==> src/rtl/mem_block_mover.sv <==
// mem_block_mover
//
// Bus-initiator engine for a single-port byte RAM with a registered read.
// It either copies a block of bytes from one RAM region to another, or fills
// a region with a constant byte. While busy it owns the RAM port.
//
// Ports
//   clk          system clock, rising edge
//   RST          synchronous, active-high reset
//   start        command strobe, sampled only in IDLE
//   mode         0 = copy, 1 = fill (latched on start)
//   src_addr     copy source base (latched on start, ignored in fill)
//   dst_addr     destination base (latched on start)
//   length       byte count (latched on start)
//   fill_value   fill byte (latched on start)
//   abort        ends an active transfer after the current access
//   busy         high while accessing RAM (READ/WRITE/FILL)
//   done         one-cycle pulse at the end of every command
//   error        range error on the last command
//   bytes_done   RAM writes completed for the current/last command
//   mem_address  RAM address
//   mem_data     RAM write data
//   mem_read     RAM read strobe
//   mem_write    RAM write strobe
//   mem_dataout  RAM read data, valid the cycle after a mem_read cycle
module mem_block_mover #(
  parameter int MEM_DEPTH = 32768
) (
  input  logic        clk,
  input  logic        RST,
  input  logic        start,
  input  logic        mode,
  input  logic [15:0] src_addr,
  input  logic [15:0] dst_addr,
  input  logic [15:0] length,
  input  logic [7:0]  fill_value,
  input  logic        abort,
  output logic        busy,
  output logic        done,
  output logic        error,
  output logic [15:0] bytes_done,
  output logic [15:0] mem_address,
  output logic [7:0]  mem_data,
  output logic        mem_read,
  output logic        mem_write,
  input  logic [7:0]  mem_dataout
);

  typedef enum logic [2:0] {
    S_IDLE,
    S_READ,
    S_WRITE,
    S_FILL,
    S_DONE
  } state_t;

  localparam logic [16:0] DEPTH = 17'(MEM_DEPTH);

  state_t      state;
  logic        mode_q;
  logic [15:0] src_q;
  logic [15:0] dst_q;
  logic [15:0] len_q;
  logic [7:0]  fill_q;
  logic [15:0] idx;
  logic [15:0] bytes_q;
  logic        error_q;

  // Region end addresses are formed in 17 bits so a region that runs past
  // 0xFFFF cannot wrap around and pass the range check.
  logic [16:0] dst_end;
  logic [16:0] src_end;
  logic        range_err;
  logic        last;

  assign dst_end   = {1'b0, dst_addr} + {1'b0, length};
  assign src_end   = {1'b0, src_addr} + {1'b0, length};
  assign range_err = (dst_end > DEPTH) || (!mode && (src_end > DEPTH));
  assign last      = ({1'b0, idx} + 17'd1) == {1'b0, len_q};

  // NOTE: state and datapath registers use non-blocking assignments so every
  // register samples the pre-edge values of the others.
  always_ff @(posedge clk) begin
    if (RST) begin
      state   <= S_IDLE;
      mode_q  <= 1'b0;
      src_q   <= '0;
      dst_q   <= '0;
      len_q   <= '0;
      fill_q  <= '0;
      idx     <= '0;
      bytes_q <= '0;
      error_q <= 1'b0;
    end else begin
      case (state)
        S_IDLE: begin
          // start takes priority over abort here; abort is simply not looked at
          if (start) begin
            mode_q  <= mode;
            src_q   <= src_addr;
            dst_q   <= dst_addr;
            len_q   <= length;
            fill_q  <= fill_value;
            idx     <= '0;
            bytes_q <= '0;
            error_q <= range_err;
            if (range_err || (length == 16'd0)) state <= S_DONE;
            else if (mode)                      state <= S_FILL;
            else                                state <= S_READ;
          end
        end
        S_READ: begin
          state <= abort ? S_DONE : S_WRITE;
        end
        S_WRITE, S_FILL: begin
          // The write issued this cycle always lands, even when aborting.
          bytes_q <= bytes_q + 16'd1;
          idx     <= idx + 16'd1;
          if (abort || last)       state <= S_DONE;
          else if (state == S_FILL) state <= S_FILL;
          else                      state <= S_READ;
        end
        S_DONE: begin
          state <= S_IDLE;
        end
        default: begin
          state <= S_IDLE;
        end
      endcase
    end
  end

  // Bus outputs decode only the registered state and latched command, so
  // start/abort can never glitch a strobe. In WRITE the RAM's registered read
  // data from the preceding READ is forwarded directly, so no wait state.
  // NOTE: every output gets a default before the case so no latch is inferred.
  always_comb begin
    busy        = 1'b0;
    done        = 1'b0;
    mem_read    = 1'b0;
    mem_write   = 1'b0;
    mem_address = '0;
    mem_data    = '0;
    case (state)
      S_READ: begin
        busy        = 1'b1;
        mem_read    = 1'b1;
        mem_address = src_q + idx;
      end
      S_WRITE: begin
        busy        = 1'b1;
        mem_write   = 1'b1;
        mem_address = dst_q + idx;
        mem_data    = mem_dataout;
      end
      S_FILL: begin
        busy        = 1'b1;
        mem_write   = 1'b1;
        mem_address = dst_q + idx;
        mem_data    = fill_q;
      end
      S_DONE: begin
        done = 1'b1;
      end
      default: begin
      end
    endcase
  end

  assign error      = error_q;
  assign bytes_done = bytes_q;

endmodule

==> config.mk <==
export PLATFORM = sky130hd
export DESIGN_NAME = mem_block_mover
export DESIGN_NICKNAME = d
export VERILOG_FILES = /design/src/rtl/mem_block_mover.sv
export SDC_FILE = /design/constraint.sdc
export NUM_CORES = 1
export LEC_CHECK = 0
export ABC_AREA = 1
export CORE_UTILIZATION = 50
export CTS_CLUSTER_SIZE = 40
export DETAILED_ROUTE_END_ITERATION = 12
export PLACE_DENSITY = 0.79
export SKIP_LAST_GASP = 1
export SYNTH_ARGS = -nofsm -noshare
export SYNTH_HDL_FRONTEND = slang
export SYNTH_SLANG_ARGS = --single-unit
==> constraint.sdc <==
create_clock -name clk -period 3.2 [get_ports clk]
set_input_delay 0.8 -clock clk [delete_from_list [all_inputs] [get_ports clk]]
set_output_delay 0.8 -clock clk [all_outputs]
set_load 0.02 [all_outputs]
==> flow_summary.yaml <==
placement:
  dpl.hpwl_um: 17910
  place_congestion: 0.9584
  io_buffers: 113
yosys:
  synth_top_area_cell: "dfxtp_1"
  synth_edf_count: 0
  syn_nets: 1217
  synthArstFlopShare_pct: 0
  synth.area.top_cells: "dfxtp_1 27%, nand2_1 17%, inv_1 8.9%"
  post-synth-top-count-cell: "nand2_1"
  syn_avg_cell_area_sq_um: 6.326
  synth_top_area_share_pct: 26.57
  synth.distinct_cells: 45
  ys_ff_latch: 92
  yosys_warnings: 0
  synth_top_flop_cell: "dfxtp_1"
  synth_area_sq_um: 6933
  synthCells: 1096
  yosysSeqAreaShare_pct: 26.57
  synth_common_cells: "307 x nand2_1, 165 x inv_1, 92 x dfxtp_1, 76 x nor2_1"
floorplan:
  initial_core_util_pct: 51.74
  dieHeight_um: 119.8
  fp.coreArea_sq_um: 13400
  die_area_sq_um: 14340
  fp.dieW_um: 119.8
  io_pins: 114
  rows: 42
setup_path:
  setup.worst_path.class: "register to output pin"
  worst_ep_required_time_ns: 2.40
  rr_worst_depth: 16
  crit_top_cell: "nand2_2"
  worstSetupEndpointType: "output pin"
  critical_path.slowest_cell: "fa_2"
  cp_cell_sequence: "inv_2 > nor2_4 > nand2_2 > o21ai_2 > ha_2 > inv_2 > fa_2 > inv_2 > nand3_2 > nand2_2 > nand2_1 > nand2_1 > a21oi_2 > o21ai_2 > nand3_1 > nand2_2 > nand3_2 > nand2_2 > o21ai_2 > a21oi_2 > buf_6"
  cp-start-kind: "register"
  cp.arrival_ns: 3.03
  path_max_fanout: 7
  slowest_delay_ns: 0.35
cts:
  htree_levels: 3
  clk_pin_slew_ns: 0.07
  cts-hold-fix-buffers: 0
  cts.path.max_buffers: 2
  cts_buffers: 9
  cts_sinks: 92
  cts_tree: "done"
  root_buffer: "clkbuf_16"
  clk_latency_ns: 0.36
cells_and_area:
  diodes: 0
  seqCellArea_sq_um: 1844
  multi_input_area_sq_um: 4666
  fillers: 1033
  fin_util_pct: 75.62
  layout-drive-gt1-share_pct: 22.03
  fin_nets: 1487
  synthToLayoutAreaGrowth_pct: 46.17
pwr:
  p_leak_nw: 4.792
  ir_drop_mv: 0.4008
  power_density_nw_per_um2: 341.7
routing:
  drc: 1
  num_vias: 8205
  firstDrtPassIters: 9
  routed_wirelength_um: 23110
  initialDrtViolationCount: 602
  wl_per_cell_um: 14.94
  vias_per_cell: 5.304
  drtAntennaViolNets: 0
sta:
  setup_tns_ns: -5.133
  fin_crit_sh_pct: 119.7
  hold_viol: 0
  layout_min_cycle_time_ns: 3.830
  max_freq_mhz: 261.1
  slew_headroom_pct: 21.09
  rsz0062_at_grt: "yes"
  skew_ns: 0.01305
  whs_ns: 0.4751
  setup_viol: 12
  postLayoutSetupSlackWorst_ns: -0.6299
  worstMarginPinSlew_ns: 1.181
  maxSlewViolCount: 0
worst_hold_path:
  hold_path_class: "register to register"
  hold_path_depth: 1
outcome:
  violations: "DRC, setup timing"
  status: "finished with violations"
global_route:
  gr-usage-all-layers_pct: 31.85
  grt_pass1_vias: 7619
  antenna_found_initial: 0
  grt_pass1_wl_um: 36230
  overflow: 0
  grt_max_degree: 57
job:
  maxCapViolations: 0
cell families (layout without fill, tap and decap cells):
kind of cell	Yosys count	in the layout	synth area share, %
buffers and inverters	196	471	10.74
XOR/XNOR	26	26	3.393
AND/OR/NAND/NOR	530	530	33.15
adder cells (fa/ha/maj)	52	52	9.710
flip-flops	92	92	26.57
AO/OA/AOI/OAI	200	200	16.44
layout by cell type, fill, tap and decap left out, types with 19 or more instances in the layout:
cell | synthesis | final
dfxtp_1 | 92 | 90
inv_1 | 165 | 161
nor3_1 | 20 | 19
a22o_1 | 22 | 22
nand2_1 | 307 | 297
ha_1 | 49 | 38
nand3_1 | 70 | 62
a21oi_1 | 73 | 60
buf_4 | 0 | 166
nor2_1 | 76 | 69
clkdlybuf4s50_1 | 0 | 90
o21ai_0 | 73 | 62
path summary, 6_finish.rpt:
kind	startpoint	end	slack [ns]
worst min register to register	bytes_done[15]$_SDFFE_PP0P_	bytes_done[15]$_SDFFE_PP0P_	0.48
worst max-delay path	state[1]$_SDFFE_PP0P_	mem_address[12]	-0.63
worst min-delay path	bytes_done[15]$_SDFFE_PP0P_	bytes_done[15]$_SDFFE_PP0P_	0.48
worst max register to register	idx[0]$_SDFFE_PP0P_	state[1]$_SDFFE_PP0P_	0.73
state kept, by name, summed over array words and instances, names as in the netlist:
name / flops
fill_q: 8
idx: 16
len_q: 16
dst_q: 16
bytes_done: 16
src_q: 16
state: 3
error: 1
worst max-delay path, delay by kind of cell (launching register included):
kind,cells,cell delay [ns]
DFF,1,0.34
adders and majority gates,2,0.56
and+or+nand+nor,10,0.99
AOI/OAI and AO/OA,5,0.48
buffers and inverters,4,0.32
metal layers:
layer  share of wire [%]  vias to the layer above  GRT usage, %
li1                    -                     4108             -
met1                  45                     3763         42.05
met2                  47                      295         52.89
met3                 5.5                       39         4.135
met4                 2.9                        0         11.80
met5                   0                        -             0
stage by stage:
step           instances  area, sq um  power, mW  setup slack [ns]
2_1_floorplan       1096         7008      1.834           -0.1918
3_3_place_gp        1517         9387      2.272           -0.5945
4_1_cts             1538         9778      3.394           -0.4758
3_5_place_dp        1517         9387      2.295           -0.6364
6_report            1547        10130      3.462           -0.6299
5_1_grt             1547        10130      3.627           -0.8236
power breakdown:
| part | internal [mW] | switching [mW] | total, mW |
|---|---|---|---|
| sequential | 1.22 | 0.0401 | 1.26 |
| combinational | 0.497 | 0.597 | 1.09 |
| clock | 0.619 | 0.493 | 1.11 |
area by class of cell:
class,count,area share [%]
repair buffers,280,23.99
multi-input cells,808,46.04
clock buffers,9,2.222
inverters,175,6.532
well taps,176,2.173
flip-flops and latches,92,18.20
clock inverters,7,0.8396
what timing repair did:
item,4_1_cts,5_1_grt
gates cloned,0,1
resized for setup,80,84
endpoints found under the setup margin,17,18
pin swaps,25,39
setup buffers,6,13
No activity file was read; power rests on OpenSTA's default activity.
